[config.mk]
export PLATFORM = sky130hd
export DESIGN_NAME = tick_scheduler
export DESIGN_NICKNAME = d
export VERILOG_FILES = /design/src/rtl/tick_pkg.sv /design/src/rtl/tick_channel.sv /design/src/rtl/tick_scheduler.sv
export SDC_FILE = /design/constraint.sdc
export NUM_CORES = 1
export LEC_CHECK = 0
export ABC_AREA = 1
export CORE_UTILIZATION = 40
export CTS_CLUSTER_DIAMETER = 200
export DETAILED_ROUTE_END_ITERATION = 10
export GPL_ROUTABILITY_DRIVEN = 0
export PLACE_DENSITY = 0.63
export SLEW_MARGIN = 20
export SYNTH_ARGS = -nofsm -noshare
export SYNTH_HDL_FRONTEND = slang
export SYNTH_SLANG_ARGS = --single-unit
[constraint.sdc]
create_clock -name clk -period 10.75 [get_ports clk]
set_input_delay 2.15 -clock clk [delete_from_list [all_inputs] [get_ports clk]]
set_output_delay 2.15 -clock clk [all_outputs]
set_load 0.05 [all_outputs]
[src/rtl/tick_pkg.sv]
// Shared types and constants for the game-tick scheduler.
// Latency: n/a (declarations only).
// Backpressure: n/a.
package tick_pkg;

   localparam int DEF_PER_W = 16;
   localparam int STATE_W   = 2;

   typedef enum logic [STATE_W-1:0] {
      IDLE  = 2'd0,
      RUN   = 2'd1,
      PAUSE = 2'd2,
      STEP  = 2'd3
   } state_t;

endpackage

[src/rtl/tick_channel.sv]
// One tick channel: programmable period, counter and registered strobe.
// Latency: tick is high the cycle after the base event that completes a period.
// Backpressure: none; the strobe is fire-and-forget, consumers must sample it.
module tick_channel
   import tick_pkg::*;
#(
   parameter int PER_W = DEF_PER_W
) (
   input  logic             clk,
   input  logic             clr,
   input  logic             base_ev,
   input  logic             we,
   input  logic [PER_W-1:0] wdata,
   output logic             tick
);

   logic [PER_W-1:0] period_q;
   logic [PER_W-1:0] cnt_q;
   logic             last;

   // Counter has reached the final base tick of the period.
   assign last = (cnt_q == period_q - PER_W'(1));

   // Period register and counter; a write restarts the count and beats a same-cycle base event.
   always_ff @(posedge clk or posedge clr) begin
      if (clr) begin
         period_q <= '0;
         cnt_q    <= '0;
      end else if (we) begin
         period_q <= wdata;
         cnt_q    <= '0;
      end else if (base_ev && (period_q != '0)) begin
         if (last) begin
            cnt_q <= '0;
         end else begin
            cnt_q <= cnt_q + PER_W'(1);
         end
      end
   end

   // Registered one-cycle strobe at the end of each period.
   always_ff @(posedge clk or posedge clr) begin
      if (clr) begin
         tick <= 1'b0;
      end else begin
         tick <= !we && base_ev && (period_q != '0) && last;
      end
   end

endmodule

[src/rtl/tick_scheduler.sv]
// Game-tick scheduler: prescaled base tick plus NUM_CH programmable enable strobes, with run/pause/step control.
// Latency: base_tick/tick are registered, one cycle after the base event; first base_tick PRESCALE cycles after entering RUN.
// Backpressure: none; strobes are single-cycle and are not held for slow consumers.
module tick_scheduler
   import tick_pkg::*;
#(
   parameter int NUM_CH   = 4,
   parameter int PRESCALE = 50000,
   parameter int PER_W    = DEF_PER_W
) (
   input  logic              clk,
   input  logic              clr,
   input  logic              run,
   input  logic              step,
   input  logic              cfg_we,
   input  logic [2:0]        cfg_ch,
   input  logic [PER_W-1:0]  cfg_period,
   output logic              base_tick,
   output logic [NUM_CH-1:0] tick,
   output logic [1:0]        state
);

   localparam int              PS_W    = $clog2(PRESCALE);
   localparam logic [PS_W-1:0] PS_LAST = PS_W'(PRESCALE - 1);

   state_t          state_q;
   state_t          state_d;
   logic [PS_W-1:0] pre_q;
   logic            base_ev;

   // FSM state register.
   always_ff @(posedge clk or posedge clr) begin
      if (clr) begin
         state_q <= IDLE;
      end else begin
         state_q <= state_d;
      end
   end

   // Next state and base event; run beats step when leaving PAUSE.
   always_comb begin
      state_d = state_q;
      base_ev = 1'b0;
      case (state_q)
         IDLE: begin
            if (run) state_d = RUN;
         end
         RUN: begin
            base_ev = (pre_q == PS_LAST);
            if (!run) state_d = PAUSE;
         end
         PAUSE: begin
            if (run) begin
               state_d = RUN;
            end else if (step) begin
               state_d = STEP;
            end
         end
         STEP: begin
            base_ev = 1'b1;
            state_d = PAUSE;
         end
         default: state_d = IDLE;
      endcase
   end

   // Prescaler: cleared in IDLE, counts in RUN, frozen otherwise so a resume finishes the partial period.
   always_ff @(posedge clk or posedge clr) begin
      if (clr) begin
         pre_q <= '0;
      end else begin
         case (state_q)
            IDLE:    pre_q <= '0;
            RUN:     pre_q <= (pre_q == PS_LAST) ? '0 : pre_q + PS_W'(1);
            default: pre_q <= pre_q;
         endcase
      end
   end

   // Registered base tick strobe.
   always_ff @(posedge clk or posedge clr) begin
      if (clr) begin
         base_tick <= 1'b0;
      end else begin
         base_tick <= base_ev;
      end
   end

   assign state = state_q;

   // One channel per consumer; out-of-range cfg_ch values match no channel.
   for (genvar i = 0; i < NUM_CH; i++) begin : g_ch
      tick_channel #(
         .PER_W (PER_W)
      ) u_ch (
         .clk     (clk),
         .clr     (clr),
         .base_ev (base_ev),
         .we      (cfg_we && (cfg_ch == 3'(i))),
         .wdata   (cfg_period),
         .tick    (tick[i])
      );
   end

endmodule

==> impl_metrics.py <==
metrics = {
    "hold_path": {
        "hold_path_class": "register to register",
        "worstHoldPathCells": 2,
    },
    "pwr": {
        "power_density_nw_per_um2": 168,
        "p_int_uw": 1220,
        "clock_power_share_pct": 31.6,
        "p_seq_share_pct": 38.4,
        "p_switching_uw": 729,
        "power_uw": 1950,
        "p_sw_share_pct": 37.3,
        "combPwrFrac_pct": 30.0,
        "ir_drop_uv": 103,
        "p_leak_uw": 0.00566,
    },
    "clock_network": {
        "clock_sinks": 151,
        "htreeDepth": 4,
        "cts_resized": 0,
        "cts_hold_buf": 0,
        "clk_path_buf_depth": 2,
        "cts_tree": "built",
        "clk_pin_slew_ns": 0.06,
        "clk_latency_ns": 0.43,
        "cts-root-buf": "clkbuf_16",
        "cts_made_buffers": 17,
        "cts_setup_buffers": 0,
    },
    "detailed_routing": {
        "wl_per_cell_um": 13.1,
        "firstDrtPassIters": 5,
        "viasPerCell": 4.95,
        "first_iter_violations": 694,
        "drc": 0,
        "vias": 9692,
        "wl_um": 25700,
        "ant_nets": 0,
    },
    "cells_and_area": {
        "area_growth_syn_to_layout_pct": 10.8,
        "final_cell_mix": "nand2_1 (582), nor2_1 (192), inv_1 (186), dfrtp_1 (151), nand3_1 (99)",
        "final_layout_size_suffix_gt1_share_pct": 5.40,
        "final_common_cell": "nand2_1",
        "diodes": 0,
        "layout.nets": 1650,
    },
    "place": {
        "port_buffers": 30,
        "hpwl_um": 18800,
    },
    "yosys": {
        "synth_cells": 1601,
        "synth_area_leaders": "dfrtp_1 (36%), nand2_1 (21%), nor2_1 (6.9%), inv_1 (6.7%), nand3_1 (4.8%)",
        "ys_seq_area_share_pct": 36.0,
        "synth.avg_cell_area_sq_um": 6.56,
        "yosysUniqueCellTypes": 40,
        "ys_ff_latch": 151,
        "synth_top_area_share_pct": 36.0,
        "yosys.area.top_type": "dfrtp_1",
        "synth_area_sq_um": 10500,
        "yosys_warnings": 0,
        "synth_nets": 1634,
    },
    "floorplanning": {
        "ios": 31,
        "die_height_um": 164,
        "die-width_um": 164,
        "die_area_sq_um": 26900,
        "core-area_sq_um": 25500,
        "initial_core_util_pct": 41.3,
        "rows": 58,
    },
    "sta": {
        "maxSlewHeadroom_pct": 39.4,
        "fin_worst_skew_ns": 0.0154,
        "tightest_slew_ns": 0.909,
        "setup_viol": 0,
        "fin_setup_tns_ns": 0,
        "max_freq_ghz": 0.219,
        "period_needed_ns": 4.57,
        "rsz0062_at_grt": "no",
        "post-route-period-util_pct": 42.5,
        "hold_viol": 0,
        "slew_viol_final": 0,
    },
    "grt": {
        "grt_max_degree": 83,
        "grt_pass1_vias": 9207,
        "overflow": 0,
        "grt_use_total_pct": 20.5,
        "grt_pass1_wl_um": 44100,
        "busiest_layer": "met2",
        "grt_util_met2_pct": 34.0,
        "antenna_found_initial": 0,
        "grt_use_met1_pct": 27.6,
        "grt_util_met3_pct": 3.31,
    },
    "setup_path": {
        "r2r_end": "g_ch[0].u_ch.cnt_q[6]",
        "worstSetupStartpoint": "cfg_we",
        "r2r_slack_ns": 8.26,
        "critical_path_required_ns": 11.06,
        "end_kind": "register",
        "path_max_fanout": 25,
        "rr_worst_depth": 9,
        "timing_worst_setup_path_type": "input port to register",
        "r2r_start": "pre_q[0]",
        "crit_arrival_ns": 4.88,
        "crit_path_start_kind": "input port",
        "worstSetupEndpoint": "g_ch[3].u_ch.cnt_q[14]",
    },
    "job": {
        "max-cap-violations": 0,
    },
    "run_status": {
        "status": "complete, no violations",
    },
}
==> flip-flops by register name, summed over array words and instances (netlist names) <==
register and flops:
base_tick 1, g_ch.u_ch.cnt_q 64, g_ch.u_ch.period_q 64, g_ch.u_ch.tick 4, pre_q 16, state 2
==> kinds of logic (layout without fill, tap and decap cells) <==
kind of cell,after synthesis,in the layout,share of synthesized area [%]
xor+xnor,80,80,6.67
fa+ha+maj,9,9,1.07
buf+inv,228,256,8.76
flops,151,151,36.0
simple gates,1004,1004,41.1
compound gates,129,129,6.47
==> cell usage after synthesis (all sizes together) <==
cell and n:
clkinv 2, nor2 214, nor3 31, and3 3, nand3 107, o21a 2, dfrtp 151, inv 191
o31ai 1, o21ai 101, buf 19, a31oi 2, nor3b 9, xor2 49, xnor2 31, o21bai 4
clkbuf 16, and2 3, o22ai 5, o32ai 1, nand4 20, ha 9, nor4 1, or2 6
nand3b 15, a21oi 13, nand2 595
==> through the flow <==
step           util [%]  std cells  setup slack (ns)  hold WS [ns]  cell area (sq um)
2_1_floorplan         -       1601              4.54         0.449              10500
3_3_place_gp       43.4       1928              5.77         0.467              11000
3_5_place_dp       43.4       1928              5.72         0.489              11000
4_1_cts            45.7       1959              6.16         0.504              11600
5_1_grt            45.7       1959              5.90         0.547              11600
6_report           45.7       1959              6.18         0.507              11600
==> worst min path at each step <==
stage                                      from                     to  slack (ns)
after floorplan           g_ch[1].u_ch.cnt_q[4]  g_ch[1].u_ch.cnt_q[4]        0.45
after global placement    g_ch[1].u_ch.cnt_q[4]  g_ch[1].u_ch.cnt_q[4]        0.47
after detailed placement  g_ch[1].u_ch.cnt_q[4]  g_ch[1].u_ch.cnt_q[4]        0.49
after CTS                 g_ch[1].u_ch.cnt_q[4]  g_ch[1].u_ch.cnt_q[4]        0.50
after global routing                   pre_q[1]               pre_q[1]        0.55
final                     g_ch[1].u_ch.cnt_q[4]  g_ch[1].u_ch.cnt_q[4]        0.51
==> layer usage <==
metal,vias up,wire (um)
li1,5022,-
met1,4501,12500
met2,148,12000
met3,21,948
met4,0,283
met5,-,0
==> worst max-delay path, cell delays in order <==
cell and delay (ns):
clkdlybuf4s50_1 0.45, inv_1 0.04, nor2_1 0.22, nand2_1 0.17
nor2_4 0.46, clkinv_1 0.38, nand3_1 0.54, inv_1 0.21
nand2_1 0.10, nor2_1 0.04, nand2_1 0.05, nand2_1 0.06
==> power groups by stage <==
stage	clock network [uW]	registers, uW	logic, uW
finish	618	750	585
global route	652	764	680
CTS	631	749	588
detailed placement	0	759	584
global placement	0	758	570
floorplan	0	737	464
==> area by class of cell <==
cell class,count,area (sq um)
sequential,151,3780
inverter,193,729
clock buffer,20,437
timing repair buffer,32,315
fill,2634,13800
multi-input combinational,1222,5820
tap,330,413
clock inverter,11,151
(Power assumes the default switching activity.)
